==> src/rtl/instr_encoder_pkg.sv <==
// Shared opcode codes, encoder FSM states and MIPS field positions.
// Used by the program loader (instr_encoder) and its packer.
package instr_encoder_pkg;

    // MIPS primary opcodes
    localparam logic [5:0] OP_R     = 6'h00;
    localparam logic [5:0] OP_J     = 6'h02;
    localparam logic [5:0] OP_JAL   = 6'h03;
    localparam logic [5:0] OP_BEQ   = 6'h04;
    localparam logic [5:0] OP_BNE   = 6'h05;
    localparam logic [5:0] OP_ADDI  = 6'h08;
    localparam logic [5:0] OP_ADDIU = 6'h09;
    localparam logic [5:0] OP_SLTI  = 6'h0A;
    localparam logic [5:0] OP_ANDI  = 6'h0C;
    localparam logic [5:0] OP_ORI   = 6'h0D;
    localparam logic [5:0] OP_XORI  = 6'h0E;
    localparam logic [5:0] OP_LUI   = 6'h0F;
    localparam logic [5:0] OP_LW    = 6'h23;
    localparam logic [5:0] OP_SW    = 6'h2B;

    // Pipeline stage codes
    localparam logic [2:0] STATE_IF  = 3'd0;
    localparam logic [2:0] STATE_ID  = 3'd1;
    localparam logic [2:0] STATE_EX  = 3'd2;
    localparam logic [2:0] STATE_MEM = 3'd3;
    localparam logic [2:0] STATE_WB  = 3'd4;

    // Loader FSM states
    typedef enum logic [1:0] {
        ENC_IDLE,
        ENC_LOAD,
        ENC_WRITE,
        ENC_DONE
    } enc_state_t;

    // Field LSB positions within the 32-bit word
    localparam int OP_LSB    = 26;
    localparam int RS_LSB    = 21;
    localparam int RT_LSB    = 16;
    localparam int RD_LSB    = 11;
    localparam int SHAMT_LSB = 6;
    localparam int FUNC_LSB  = 0;
    localparam int IMM_LSB   = 0;
    localparam int TGT_LSB   = 0;

    typedef struct packed {
        logic [5:0]  opcode;
        logic [4:0]  rs;
        logic [4:0]  rt;
        logic [4:0]  rd;
        logic [15:0] imm;
        logic [5:0]  func;
        logic [25:0] jump_target;
    } instr_fields_t;

    function automatic logic is_legal_op(input logic [5:0] op);
        unique case (op)
            OP_R, OP_J, OP_JAL, OP_BEQ, OP_BNE,
            OP_ADDI, OP_ADDIU, OP_SLTI, OP_ANDI,
            OP_ORI, OP_XORI, OP_LUI, OP_LW, OP_SW:
                is_legal_op = 1'b1;
            default:
                is_legal_op = 1'b0;
        endcase
    endfunction

endpackage

==> src/rtl/instr_pack.sv <==
// Combinational field-to-word packer for R, I and J formats.
// Fields not used by the selected format are ignored.
module instr_pack
    import instr_encoder_pkg::*;
(
    input  instr_fields_t fields,
    output logic [31:0]   word
);

    logic is_r;
    logic is_j;

    assign is_r = (fields.opcode == OP_R);
    assign is_j = (fields.opcode == OP_J) || (fields.opcode == OP_JAL);

    // Place each field at its format position; shamt stays zero
    always_comb begin
        word = '0;
        word[OP_LSB +: 6] = fields.opcode;
        unique case (1'b1)
            is_r: begin
                word[RS_LSB +: 5]   = fields.rs;
                word[RT_LSB +: 5]   = fields.rt;
                word[RD_LSB +: 5]   = fields.rd;
                word[FUNC_LSB +: 6] = fields.func;
            end
            is_j: begin
                word[TGT_LSB +: 26] = fields.jump_target;
            end
            default: begin
                word[RS_LSB +: 5]   = fields.rs;
                word[RT_LSB +: 5]   = fields.rt;
                word[IMM_LSB +: 16] = fields.imm;
            end
        endcase
    end

endmodule

==> src/rtl/instr_encoder.sv <==
// Program loader: packs field tuples and writes them to consecutive imem words.
// Optional ILLEGAL_OP_CHECK_EN stops the load on an opcode outside the table.
module instr_encoder
    import instr_encoder_pkg::*;
#(
    parameter int ADDR_W = 8
) (
    input  logic              clk,
    input  logic              reset,
    input  logic              start,
    input  logic              in_valid,
    output logic              in_ready,
    input  logic              in_last,
    input  logic [5:0]        opcode,
    input  logic [4:0]        rs,
    input  logic [4:0]        rt,
    input  logic [4:0]        rd,
    input  logic [15:0]       imm,
    input  logic [5:0]        func,
    input  logic [25:0]       jump_target,
    output logic              mem_we,
    output logic [ADDR_W-1:0] mem_addr,
    output logic [31:0]       mem_wdata,
    output logic [ADDR_W:0]   count,
    output logic              done,
`ifdef ILLEGAL_OP_CHECK_EN
    output logic              overflow,
    output logic              illegal_op
`else
    output logic              overflow
`endif
);

    enc_state_t    state;
    enc_state_t    state_next;
    instr_fields_t fields;
    logic [31:0]   word;
    logic          accept;
    logic          bad_op;
    logic          last_q;
    logic          at_top;
    logic          full;

    assign fields = '{
        opcode:      opcode,
        rs:          rs,
        rt:          rt,
        rd:          rd,
        imm:         imm,
        func:        func,
        jump_target: jump_target
    };

    instr_pack u_pack (
        .fields (fields),
        .word   (word)
    );

    assign in_ready = (state == ENC_LOAD);
    assign accept   = in_valid && in_ready;
    assign at_top   = &mem_addr;
    assign full     = count[ADDR_W];

`ifdef ILLEGAL_OP_CHECK_EN
    assign bad_op = !is_legal_op(opcode);
`else
    assign bad_op = 1'b0;
`endif

    // State register
    always_ff @(posedge clk) begin
        if (reset) state <= ENC_IDLE;
        else       state <= state_next;
    end

    // Next-state logic
    always_comb begin
        state_next = state;
        unique case (state)
            ENC_IDLE: begin
                if (start) state_next = ENC_LOAD;
            end
            ENC_LOAD: begin
                if (accept) state_next = bad_op ? ENC_DONE : ENC_WRITE;
            end
            ENC_WRITE: begin
                if (start)                 state_next = ENC_LOAD;
                else if (last_q || at_top) state_next = ENC_DONE;
                else                       state_next = ENC_LOAD;
            end
            ENC_DONE: begin
                if (start) state_next = ENC_LOAD;
            end
            default: state_next = ENC_IDLE;
        endcase
    end

    // Address, count, write strobe and status flags
    always_ff @(posedge clk) begin
        if (reset) begin
            mem_we    <= 1'b0;
            mem_addr  <= '0;
            mem_wdata <= '0;
            count     <= '0;
            done      <= 1'b0;
            overflow  <= 1'b0;
            last_q    <= 1'b0;
`ifdef ILLEGAL_OP_CHECK_EN
            illegal_op <= 1'b0;
`endif
        end else begin
            mem_we <= accept && !bad_op;
            unique case (state)
                ENC_IDLE: begin
                    if (start) begin
                        mem_addr <= '0;
                        count    <= '0;
                        done     <= 1'b0;
                        overflow <= 1'b0;
                    end
                end
                ENC_LOAD: begin
                    if (start) begin
                        mem_addr <= '0;
                        count    <= '0;
                    end
                    if (accept && !bad_op) begin
                        mem_wdata <= word;
                        last_q    <= in_last;
                    end
                    if (accept && bad_op) begin
                        done <= 1'b1;
`ifdef ILLEGAL_OP_CHECK_EN
                        illegal_op <= 1'b1;
`endif
                    end
                end
                ENC_WRITE: begin
                    if (start) begin
                        mem_addr <= '0;
                        count    <= '0;
                    end else begin
                        count <= count + (ADDR_W+1)'(1);
                        if (last_q || at_top) done <= 1'b1;
                        else mem_addr <= mem_addr + ADDR_W'(1);
                    end
                end
                ENC_DONE: begin
                    if (start) begin
                        mem_addr <= '0;
                        count    <= '0;
                        done     <= 1'b0;
                        overflow <= 1'b0;
`ifdef ILLEGAL_OP_CHECK_EN
                        illegal_op <= 1'b0;
`endif
                    end else if (in_valid && full) begin
                        overflow <= 1'b1;
                    end
                end
                default: ;
            endcase
        end
    end

endmodule

==> config.mk <==
export PLATFORM = sky130hd
export DESIGN_NAME = instr_encoder
export DESIGN_NICKNAME = d
export VERILOG_FILES = /design/src/rtl/instr_encoder_pkg.sv /design/src/rtl/instr_pack.sv /design/src/rtl/instr_encoder.sv
export SDC_FILE = /design/constraint.sdc
export NUM_CORES = 1
export LEC_CHECK = 0
export ABC_AREA = 1
export CAP_MARGIN = 20
export CORE_UTILIZATION = 37
export DETAILED_ROUTE_END_ITERATION = 16
export GPL_ROUTABILITY_DRIVEN = 0
export PLACE_DENSITY = 0.76
export SLEW_MARGIN = 20
export SYNTH_ARGS = -nofsm -noshare
export SYNTH_HDL_FRONTEND = slang
export SYNTH_SLANG_ARGS = --single-unit
export TNS_END_PERCENT = 50
==> constraint.sdc <==
create_clock -name clk -period 1.4 [get_ports clk]
set_input_delay 0.14 -clock clk [delete_from_list [all_inputs] [get_ports clk]]
set_output_delay 0.14 -clock clk [all_outputs]
set_load 0.01 [all_outputs]
==> metrics.txt <==
status=finished with violations; failing checks=setup timing; gr usage total=0.236; pwr/cell area=about 1200 nW/µm²; Area Overhead vs Synth=73.4%; Inserted Clock Buffers=5; Max Root-Sink Buffers=2; relative slew slack=0.847; die span in y=87.9 µm; prevailing post-synth register cell=dfxtp_1; # DRC=0; Crit Path Max Fanout=7; post-synthesis mux area share=0; Mean Syn Cell Area=roughly 7.3 µm²; ys async rst share=0; largest family of logic cells by synthesized area=simple AND/OR/NAND/NOR gates; cells after synthesis=376; worst-margin pin slew=0.228 ns; final setup violating endpoints=1; CTS sink cnt=55; Synth area leaders=dfxtp_1, nand3_1, nand2_1; fmax=0.713 GHz; Critical Path AT=1.64 ns; die area=7720 µm²; Synth warnings=0; Ports=127; XOR/XNOR Fraction of Synth Area=0.00963; Yosys reg bits=55; crit start category=register; crit end category=register; Peak VDD IR=0.637 mV; final hold violations=0; Synth Area in Simple Gates=0.290; largest net degree at the start of global routing=23; first-pass GRT wire length=14400 µm; DP HPWL=roughly 6600 µm; Adder-Cell Fraction of Synth Area=0.0367; vias in the first global route=3178; RSZ-0062 raised after global routing=yes; sequential fraction of the synthesis area=0.404; worst setup margin=-0.00196 ns; Critical Path RT=1.64 ns; Clock Skew=0.00982 ns; top-count cell post-synth=dfxtp_1; top post-synthesis cells by count=dfxtp_1, nand2_1, nand3_1; Root Driver=clkbuf_8; Setup crit end=state[1]$_SDFFE_PP0P_; count of different cell masters after synthesis=29; Final Cycle Share=1.00; layout cells sized above 1=0.183; area fraction of the dominant cell type after synthesis=0.404; Reg-to-Reg Start=mem_addr[0]$_SDFFE_PP0P_; Initial Util=0.393; GRT overflow=0; Horiz. Die Dim=about 88 µm; crit path time final=1.40 ns; Worst Setup SP=mem_addr[0]$_SDFFE_PP0P_; hold bufs inserted after CTS=0; syn_nets=458; port bufs=126; row cnt=30; Hold WC Path Type=primary input to register; initial antenna violation count=0; RR Endpoint=state[1]$_SDFFE_PP0P_; diode count=0; Post-Syn Area=2730 µm²; Setup Crit Path Kind=register to register; max-slew violations=0; setup TNS=-0.00196 ns; CTS tree=built; Compound-Gate Fraction of Synth Area=0.175; remaining antenna violation count=0; Synth area leader=dfxtp_1; Reg2Reg Depth=9; Iter 0 DRT Violations=~100; Post-synth EDFFs=0; core area=about 6900 µm²; Nets=623; CTS clock-pin slew for the worst setup and hold paths=0.10 ns; worst hold slack=0.413 ns; P_leak=about 0.0022 µW; Maximum Capacitance Violations=0; via count=3346; wire length per cell=14.2 µm; Pre-antenna DRT Iters=5; R2R setup slack=-0.002 ns; Worst-Skew Late Latency=0.30 ns; Total Wirelength=9050 µm; H-tree levels=2; via/cell ratio=5.24; fill count=around 570
[report_power, final]
part	internal [µW]	switching [µW]
combinational	1470	1300
sequential	1900	207
clock	352	530
[state kept, by name (all words and copies together) (netlist names)]
register	flops
state	2
overflow	1
done	1
count	9
last_q	1
mem_wdata	32
mem_we	1
mem_addr	8
[metal layers]
metal	vias to the layer above	global-route usage	part of all wire
met1	1563	0.280	0.40
met5	-	0	0
li1	1615	-	-
met3	9	0.0763	0.092
met4	0	0.0507	0.0080
met2	159	0.416	0.50
[worst max-delay path: stages (launching register included)]
cell and delay, ns:
dfxtp_4 0.38, ha_4 0.13, nand2_2 0.05, nor2_2 0.07, nand2_1 0.08, nand2_2 0.11
nand3_4 0.12, buf_4 0.17, buf_4 0.12, a21oi_1 0.11
[cells in the final DEF, fill, tap and decap left out, types with 8 or more instances in the layout]
cell | synthesis | final
clkdlybuf4s50_1 | 0 | 104
nand2_1 | 52 | 51
nand3_1 | 50 | 47
dfxtp_1 | 55 | 44
buf_4 | 3 | 41
nor2_1 | 40 | 38
a21oi_1 | 34 | 34
inv_1 | 32 | 29
o21ai_0 | 28 | 27
nand4_1 | 14 | 14
dlymetal6s2s_1 | 0 | 12
a31oi_1 | 11 | 11
o211ai_1 | 10 | 10
dfxtp_2 | 0 | 9
dlygate4sd2_1 | 0 | 9
buf_12 | 0 | 8
[stage by stage]
stage / cell area (µm²) / setup WS [ns] / power (µW) / util / cells
6_report: 4730 / -0.00196 / 5760 / 0.681 / 638
5_1_grt: 4730 / -0.0595 / 6090 / 0.681 / 638
4_1_cts: 4640 / -0.000716 / 5720 / 0.668 / 637
3_5_place_dp: 4480 / -0.0976 / 4690 / 0.646 / 628
3_3_place_gp: 4480 / -0.0657 / 4610 / 0.646 / 628
2_1_floorplan: 2740 / -0.0152 / 3240 / - / 376
[final cells by class]
type,instances,area (µm²),share of cell area
flip-flops and latches,55,1120,0.237
well taps,96,120,0.0254
multi-input cells,267,1480,0.313
clock inverters,2,12.5,0.00265
repair buffers,177,1790,0.378
clock buffers,6,72.6,0.0153
inverters,35,135,0.0286
[logic make-up after synthesis]
group	after synthesis
AO/OA/AOI/OAI	86
XOR/XNOR	3
adder cells (fa/ha/maj)	8
buffers and inverters	54
flip-flops	55
AND/OR/NAND/NOR	170
[how the worst min path moves through the flow]
stage / from / endpoint / depth (start not counted)
after floorplan: reset / mem_addr[1]$_SDFFE_PP0P_ / 1
after global placement: done$_SDFFE_PP0P_ / done$_SDFFE_PP0P_ / 2
after detailed placement: done$_SDFFE_PP0P_ / done$_SDFFE_PP0P_ / 2
after CTS: imm[9] / mem_wdata[9]$_SDFFE_PP0P_ / 3
after global routing: imm[8] / mem_wdata[8]$_SDFFE_PP0P_ / 3
final: imm[11] / mem_wdata[11]$_SDFFE_PP0P_ / 3
[what timing repair did]
action	CTS	global route
buffers inserted	0	1
endpoints found under the setup margin	48	40
gates resized for setup	26	32
gates cloned	1	0
pin swaps	2	5
Note: power is estimated with default switching activity, not from simulation.
